$ cat src/rtl/ctrl_relogio.sv
// Digital clock controller: 1 Hz divider, seconds counter, RUN/SET_HOUR/SET_MIN
// mode FSM and the enable/increment/blink signals for the minute and hour counters.
module ctrl_relogio #(
  parameter int DIV = 50_000_000
) (
  input  logic       ctrl_clock,
  input  logic       ctrl_reset,
  input  logic       ctrl_btn_modo,
  input  logic       ctrl_btn_inc,
  input  logic       ctrl_incrementa_hora,
  output logic       ctrl_enable_m,
  output logic       ctrl_incremento_m,
  output logic       ctrl_enable_h,
  output logic       ctrl_incremento_h,
  output logic [3:0] ctrl_seg_lsd,
  output logic [2:0] ctrl_seg_msd,
  output logic       ctrl_blink_m,
  output logic       ctrl_blink_h
);

  localparam int CNT_W = (DIV > 2) ? $clog2(DIV) : 1;
  localparam logic [CNT_W-1:0] CNT_MAX = CNT_W'(DIV - 1);

  typedef enum logic [1:0] {
    RUN      = 2'd0,
    SET_HOUR = 2'd1,
    SET_MIN  = 2'd2
  } mode_t;

  // BCD seconds step {msd, lsd}: x9 -> (x+1)0, 59 -> 00
  function automatic logic [6:0] sec_advance(input logic [2:0] msd, input logic [3:0] lsd);
    if (lsd == 4'd9) begin
      if (msd == 3'd5) return 7'd0;
      return {msd + 3'd1, 4'd0};
    end
    return {msd, lsd + 4'd1};
  endfunction

  mode_t            state_p1, state_p0;
  logic [CNT_W-1:0] cnt_p1, cnt_p0;
  logic [3:0]       lsd_p1;
  logic [2:0]       msd_p1;
  logic [6:0]       sec_p0;
  logic             phase_p1, phase_p0;
  logic             hist_modo_p1, hist_inc_p1;
  logic             inc_m_p1, inc_m_p0;
  logic             inc_h_p1, inc_h_p0;
  logic             en_m_p1, en_m_p0;
  logic             en_h_p1, en_h_p0;
  logic             blink_m_p1, blink_m_p0;
  logic             blink_h_p1, blink_h_p0;

  logic tick;
  logic press_modo;
  logic press_inc;
  logic sec_is_59;

  assign tick       = (cnt_p1 == CNT_MAX);
  assign press_modo = ctrl_btn_modo & ~hist_modo_p1;
  assign press_inc  = ctrl_btn_inc & ~hist_inc_p1;
  assign sec_is_59  = (msd_p1 == 3'd5) && (lsd_p1 == 4'd9);

  // Stage p0: next-state and next-output decode
  always_comb begin
    state_p0 = state_p1;
    cnt_p0   = tick ? '0 : cnt_p1 + CNT_W'(1);
    sec_p0   = {msd_p1, lsd_p1};
    phase_p0 = phase_p1;
    inc_m_p0 = 1'b0;
    inc_h_p0 = 1'b0;

    if (press_modo) begin
      // A mode change overrides a coincident tick or inc press
      cnt_p0   = '0;
      sec_p0   = '0;
      phase_p0 = 1'b0;
      unique case (state_p1)
        RUN:      state_p0 = SET_HOUR;
        SET_HOUR: state_p0 = SET_MIN;
        default:  state_p0 = RUN;
      endcase
    end else begin
      unique case (state_p1)
        RUN: begin
          phase_p0 = 1'b0;
          if (tick) begin
            sec_p0 = sec_advance(msd_p1, lsd_p1);
            if (sec_is_59) begin
              inc_m_p0 = 1'b1;
              inc_h_p0 = ctrl_incrementa_hora;
            end
          end
        end
        SET_HOUR: begin
          sec_p0   = '0;
          inc_h_p0 = press_inc;
          if (tick) phase_p0 = ~phase_p1;
        end
        SET_MIN: begin
          sec_p0   = '0;
          inc_m_p0 = press_inc;
          if (tick) phase_p0 = ~phase_p1;
        end
        default: begin
          state_p0 = RUN;
          cnt_p0   = '0;
          sec_p0   = '0;
          phase_p0 = 1'b0;
        end
      endcase
    end

    en_m_p0    = (state_p0 != SET_HOUR);
    en_h_p0    = (state_p0 != SET_MIN);
    blink_h_p0 = (state_p0 == SET_HOUR) & phase_p0;
    blink_m_p0 = (state_p0 == SET_MIN) & phase_p0;
  end

  // Stage p1: registered state and outputs
  always_ff @(posedge ctrl_clock) begin
    if (ctrl_reset) begin
      state_p1     <= RUN;
      cnt_p1       <= '0;
      lsd_p1       <= '0;
      msd_p1       <= '0;
      phase_p1     <= 1'b0;
      hist_modo_p1 <= 1'b0;
      hist_inc_p1  <= 1'b0;
      inc_m_p1     <= 1'b0;
      inc_h_p1     <= 1'b0;
      en_m_p1      <= 1'b1;
      en_h_p1      <= 1'b1;
      blink_m_p1   <= 1'b0;
      blink_h_p1   <= 1'b0;
    end else begin
      state_p1     <= state_p0;
      cnt_p1       <= cnt_p0;
      lsd_p1       <= sec_p0[3:0];
      msd_p1       <= sec_p0[6:4];
      phase_p1     <= phase_p0;
      hist_modo_p1 <= ctrl_btn_modo;
      hist_inc_p1  <= ctrl_btn_inc;
      inc_m_p1     <= inc_m_p0;
      inc_h_p1     <= inc_h_p0;
      en_m_p1      <= en_m_p0;
      en_h_p1      <= en_h_p0;
      blink_m_p1   <= blink_m_p0;
      blink_h_p1   <= blink_h_p0;
    end
  end

  assign ctrl_enable_m     = en_m_p1;
  assign ctrl_enable_h     = en_h_p1;
  assign ctrl_incremento_m = inc_m_p1;
  assign ctrl_incremento_h = inc_h_p1;
  assign ctrl_seg_lsd      = lsd_p1;
  assign ctrl_seg_msd      = msd_p1;
  assign ctrl_blink_m      = blink_m_p1;
  assign ctrl_blink_h      = blink_h_p1;

endmodule

$ cat config.mk
export PLATFORM = sky130hd
export DESIGN_NAME = ctrl_relogio
export DESIGN_NICKNAME = d
export VERILOG_FILES = /design/src/rtl/ctrl_relogio.sv
export SDC_FILE = /design/constraint.sdc
export NUM_CORES = 1
export LEC_CHECK = 0
export CAP_MARGIN = 20
export CORE_ASPECT_RATIO = 0.9
export CORE_MARGIN = 4
export CORE_UTILIZATION = 38
export DETAILED_ROUTE_END_ITERATION = 12
export PLACE_DENSITY = 0.53
export SLEW_MARGIN = 20
export SYNTH_ARGS = -nofsm -noshare
export SYNTH_HDL_FRONTEND = slang
export SYNTH_SLANG_ARGS = --single-unit
$ cat constraint.sdc
create_clock -name ctrl_clock -period 2.25 [get_ports ctrl_clock]
set_clock_uncertainty 0.1 [all_clocks]
set_input_delay 0.675 -clock ctrl_clock [delete_from_list [all_inputs] [get_ports ctrl_clock]]
set_output_delay 0.675 -clock ctrl_clock [all_outputs]
set_load 0.01 [all_outputs]
# ---- Yosys cells after proc, flatten, opt, wreduce, memory -nomap -nowiden
# Cells that the tools add are included.
# W data, S select, Z words.
dict set report word_totals {
  reg_bits 44
  input_bits 5
}
dict set report op_classes {
  addsub 3
  n_eq_ne 9
  n_mux 25
  bitwise 9
  n_reduce_logical 8
}
# op n
set op_table {}
lappend op_table {{$add A26 B1 Y26 const B} 1}
lappend op_table {{$eq A26 B26 Y1 const B} 1}
lappend op_table {{$mux W7} 3}
lappend op_table {{$mux W1} 16}
lappend op_table {{$reduce_or A3 Y1} 2}
lappend op_table {{$not A1 Y1} 5}
lappend op_table {{$add A4 B1 Y4 const B} 1}
lappend op_table {{$and A1 B1 Y1} 4}
lappend op_table {{$eq A2 B1 Y1 const B} 2}
lappend op_table {{$eq A2 B2 Y1 const B} 2}
lappend op_table {{$eq A4 B4 Y1 const B} 1}
lappend op_table {{$mux W2} 2}
lappend op_table {{$mux W4} 1}
lappend op_table {{$pmux W1 S2} 2}
lappend op_table {{$pmux W2 S2} 1}
lappend op_table {{$reduce_or A2 Y1} 2}
lappend op_table {{$reduce_or A4 Y1} 1}
lappend op_table {{$add A3 B1 Y3 const B} 1}
lappend op_table {{$eq A3 B3 Y1 const B} 1}
lappend op_table {{$logic_not A2 Y1} 1}
lappend op_table {{$ne A2 B1 Y1 const B} 1}
lappend op_table {{$ne A2 B2 Y1 const B} 1}
lappend op_table {{$reduce_and A2 Y1} 1}
lappend op_table {{$logic_and A1 B1 Y1} 1}

# ---- Logic depth before layout (Yosys ltp)
dict set report logic_depth {
  word_depth 9
  depth_mapped 7
  mapped_depth_nobuf 6
}

# ---- Worst setup path before layout
# Ideal clock, no wire load.
dict set report synth_path {
  path_kind {reg2reg}
  from {register cnt_p1[0]}
  to {register cnt_p1[20]}
  setup_ps 70
  t_arrival_ps 1878
  required_time_ps 2080
  path_slack_ps 202
  stages_incl_launch_ff 7
  path_buffers 1
  period_less_slack_ps 2048
  cell_sequence {dfxtp_1 -> ha_1 -> nand2_1 -> or4_1 -> clkbuf_1 -> or3_1 -> a21oi_1}
}
dict set report synth_between {
  elab_chain_cells 2
  word_cells_on_any_way 3
  cone_classes {add/sub: 1; eq/ne: 1; reduce/logical: 1}
}
# item line_no
set synth_lines {}
lappend synth_lines {{start: declaration} 40} ;# logic [CNT_W-1:0] cnt_p1, cnt_p0;
lappend synth_lines {{start signal: assignment} 137} ;# cnt_p1 <= cnt_p0;
lappend synth_lines {{branches (longest 2 deep; another with $add A26 B1 Y26)} -}
# Several ways; the timed one is not identified.
# A chain may end at the register's enable or synchronous reset.

# ---- Final worst setup path
dict set report layout_path {
  from {register lsd_p1[1], in the netlist ctrl_seg_lsd[1]}
  to {output ctrl_seg_lsd[1]}
}
# item line_no
set layout_rtl {}
lappend layout_rtl {{start: declaration} 41} ;# logic [3:0] lsd_p1;
lappend layout_rtl {{start signal: assignment} 138} ;# lsd_p1 <= sec_p0[3:0];
lappend layout_rtl {{end: declaration} 15} ;# output logic [3:0] ctrl_seg_lsd,
# No word-level cell between the ends.

==> flow_summary.toml <==
[status]
status = "completed"

[worst_setup_path]
cp-start-kind = "flop"
r2r_cells = 4
ff2ff_setup_slack_ps = 200
cp-endpoint = "ctrl_seg_lsd[1]"
cp_cell_sequence = "clkdlybuf4s50_1"
cp_max_fo = 9
slowest_delay_ps = 600
path_depth = 1
reg2reg_from = "cnt_p1[7]"
cpMaxStageDelayCell = "clkdlybuf4s50_1"
cp_num_buf_inv = 1
worst-setup-path-type = "reg -> out"
worstReg2RegEnd = "cnt_p1[21]"
crit_path_start = "ctrl_seg_lsd[1]"
critical-path-top-delay-family = "buffers and inverters"
crit_path_end_kind = "output port"
arrival_ps = 1370
critical_path_required_ps = 1470

[finish]
nFillCells = 522
final_common_cell = "dfxtp_1"
drive_gt1_share_pct = 14.5
area_delta_synth_final_pct = 21.8
layout_common_cells = "dfxtp_1 (44), nand2_1 (18), clkdlybuf4s50_1 (17), buf_4 (17)"
diodes = 0
design_area_sq_mm = 0.00263
layout.nets = 286

[pwr]
ir_drop_mv = 0.412
finalPower_mw = 1.54
power.density_mw_per_mm2 = 586
leakagePower_nw = 0.909

[route]
via_count = 1753
drcViolationCount = 0
drt_iter0_drc = 64
vias_per_cell = 5.11
routed_wirelength_microns = 4230
first_pass_iters = 4
ant_nets = 0
wl_per_cell_microns = 12.3

[logic_synthesis]
ys_warn_count = 0
synthFlopType = "dfxtp_1"
synthArstFlopShare_pct = 0
synth_area_sq_mm = 0.00216
syn_avg_cell_area_sq_um = 8.97
ys_seq_elements = 44
synth.distinct_cells = 41
netlist_instances = 241
syn_nets = 252
ys_seq_area_share_pct = 40.7
synth_edf_count = 0

[timing]
slew_viol_final = 0
layout_min_cycle_time_ps = 2140
setup_viol = 0
relSlewSlack_pct = 65.9
max_freq_ghz = 0.466
fin_ws_ps = 106
grt_setup_unrepaired = "no"
final-hold-violation-count = 0
finalCritPeriodShare_pct = 95.3
worst_pin_slew_ps = 507

[grt]
grt.overflow.total = 0
grt_max_degree = 27
antenna_found_initial = 0
grtUsageMet2_pct = 18.2
top_usage_layer = "met1"
grt.total_usage_pct = 12.9
grt_pass1_vias = 1603
grt_pass1_wl_microns = 7220
met1_usage_pct = 18.7
grt_use_met3_pct = 3.30

[clock_tree]
clk_pin_slew_ps = 80
cts_tree = "yes"
cts_resized = 0
hold_buffers = 0
cts_setup_buffers = 0
cts_inserted_buffers = 5
clock_path_buffers = 2
cts_sinks = 44
h-tree-depth = 2
cts_root_buf = "clkbuf_8"
clk_latency_ps = 290

[floorplan]
die-area_sq_mm = 0.00696
ios = 18
die_height_microns = 79.6
die_w_microns = 87.5
row_count = 25
coreArea_sq_mm = 0.00538
initial_core_util_pct = 40.2

[placed_design]
post-place-ws_ps = -61.1
port_buffers = 17
gp_routability_congestion = 0.737
place_area_sq_mm = 0.00250
hpwlAfterDp_microns = 3070

[run]
cap_violations = 0

[worst_hold_path]
min_path_type = "reg -> reg"
[kinds of logic after synthesis]
logic type	share of synthesized area, %
fa+ha+maj	3.47
xor+xnor	4.46
simple gates	32.4
mux	3.70
compound gates	10.5
flops	40.7
buf+inv	4.69
[metal layers]
metal | vias up | wire length (microns)
met2 | 17 | 1700
met5 | - | 0
li1 | 938 | -
met1 | 790 | 2360
met4 | 0 | 64
met3 | 8 | 110
[state kept, by name (all words and copies together) (netlist names), 2 cells and up]
signal and cells:
state_p1 2, ctrl_seg_msd 3, ctrl_seg_lsd 4, cnt_p1 26
[stage by stage]
step / hold slack, ps / utilization (%) / instances / TNS (ps)
global placement: 370 / 46.5 / 335 / -29.9
global route: 430 / 49.0 / 343 / 0
finish: 387 / 49.0 / 343 / 0
floorplan: 341 / - / 241 / 0
detailed placement: 377 / 46.5 / 335 / -72.7
CTS: 393 / 48.9 / 343 / 0
[Yosys cell counts (2+ instances only)]
master     n  area [sq um]
and4_1     2          17.5
nand4b_1   3          26.3
ha_1       6          75.1
nand3_1   12          60.1
nand4_1    8          50.1
nor2b_1    6          37.5
inv_1     11          41.3
or3_1     10          62.6
or4_1      7          52.6
nand2b_1   7          43.8
buf_4      2          15.0
and2_1     3          18.8
dfxtp_1   44           881
or2_2      2          12.5
a21bo_2    2          20.0
o31ai_1    7          52.6
xnor2_1    6          52.6
nor2_1    16          60.1
mux2i_1    8          80.1
o21ai_0    9          45.0
or3b_2     2          17.5
buf_6      3          33.8
xor2_1     5          43.8
a21oi_1   16          80.1
nand3b_1   3          22.5
nor3_1     2          10.0
nand2_1   18          67.6
clkbuf_1   3          11.3
or4_4      3          33.8
a31oi_1    2          12.5
and3_1     3          18.8
[power by group]
part	leakage, nW	total [mW]	internal (mW)	switching (mW)
Sequential	0.356	0.792	0.787	0.00524
Combinational	0.488	0.0981	0.0480	0.0500
Clock	0.0645	0.652	0.392	0.260
Total	0.909	1.54	1.23	0.316
[cell type report]
| class | count | area (sq um) | area share (%) |
|---|---|---|---|
| timing repair buffer | 35 | 318 | 12.1 |
| multi-input combinational | 178 | 1180 | 44.9 |
| clock inverter | 1 | 30.0 | 1.14 |
| sequential | 44 | 881 | 33.4 |
| clock buffer | 7 | 96.3 | 3.66 |
| inverter | 11 | 41.3 | 1.57 |
| tap | 67 | 83.8 | 3.18 |
[how the worst min path moves through the flow]
stage,start,end,cells after the start
after CTS,ctrl_seg_msd[0],ctrl_seg_msd[0],2
after detailed placement,cnt_p1[25],cnt_p1[25],2
after global routing,ctrl_seg_msd[0],ctrl_seg_msd[0],2
after global placement,cnt_p1[25],cnt_p1[25],2
after floorplan,cnt_p1[0],cnt_p1[0],1
final,cnt_p1[25],cnt_p1[25],2
No activity file was read; power rests on OpenSTA's default activity.
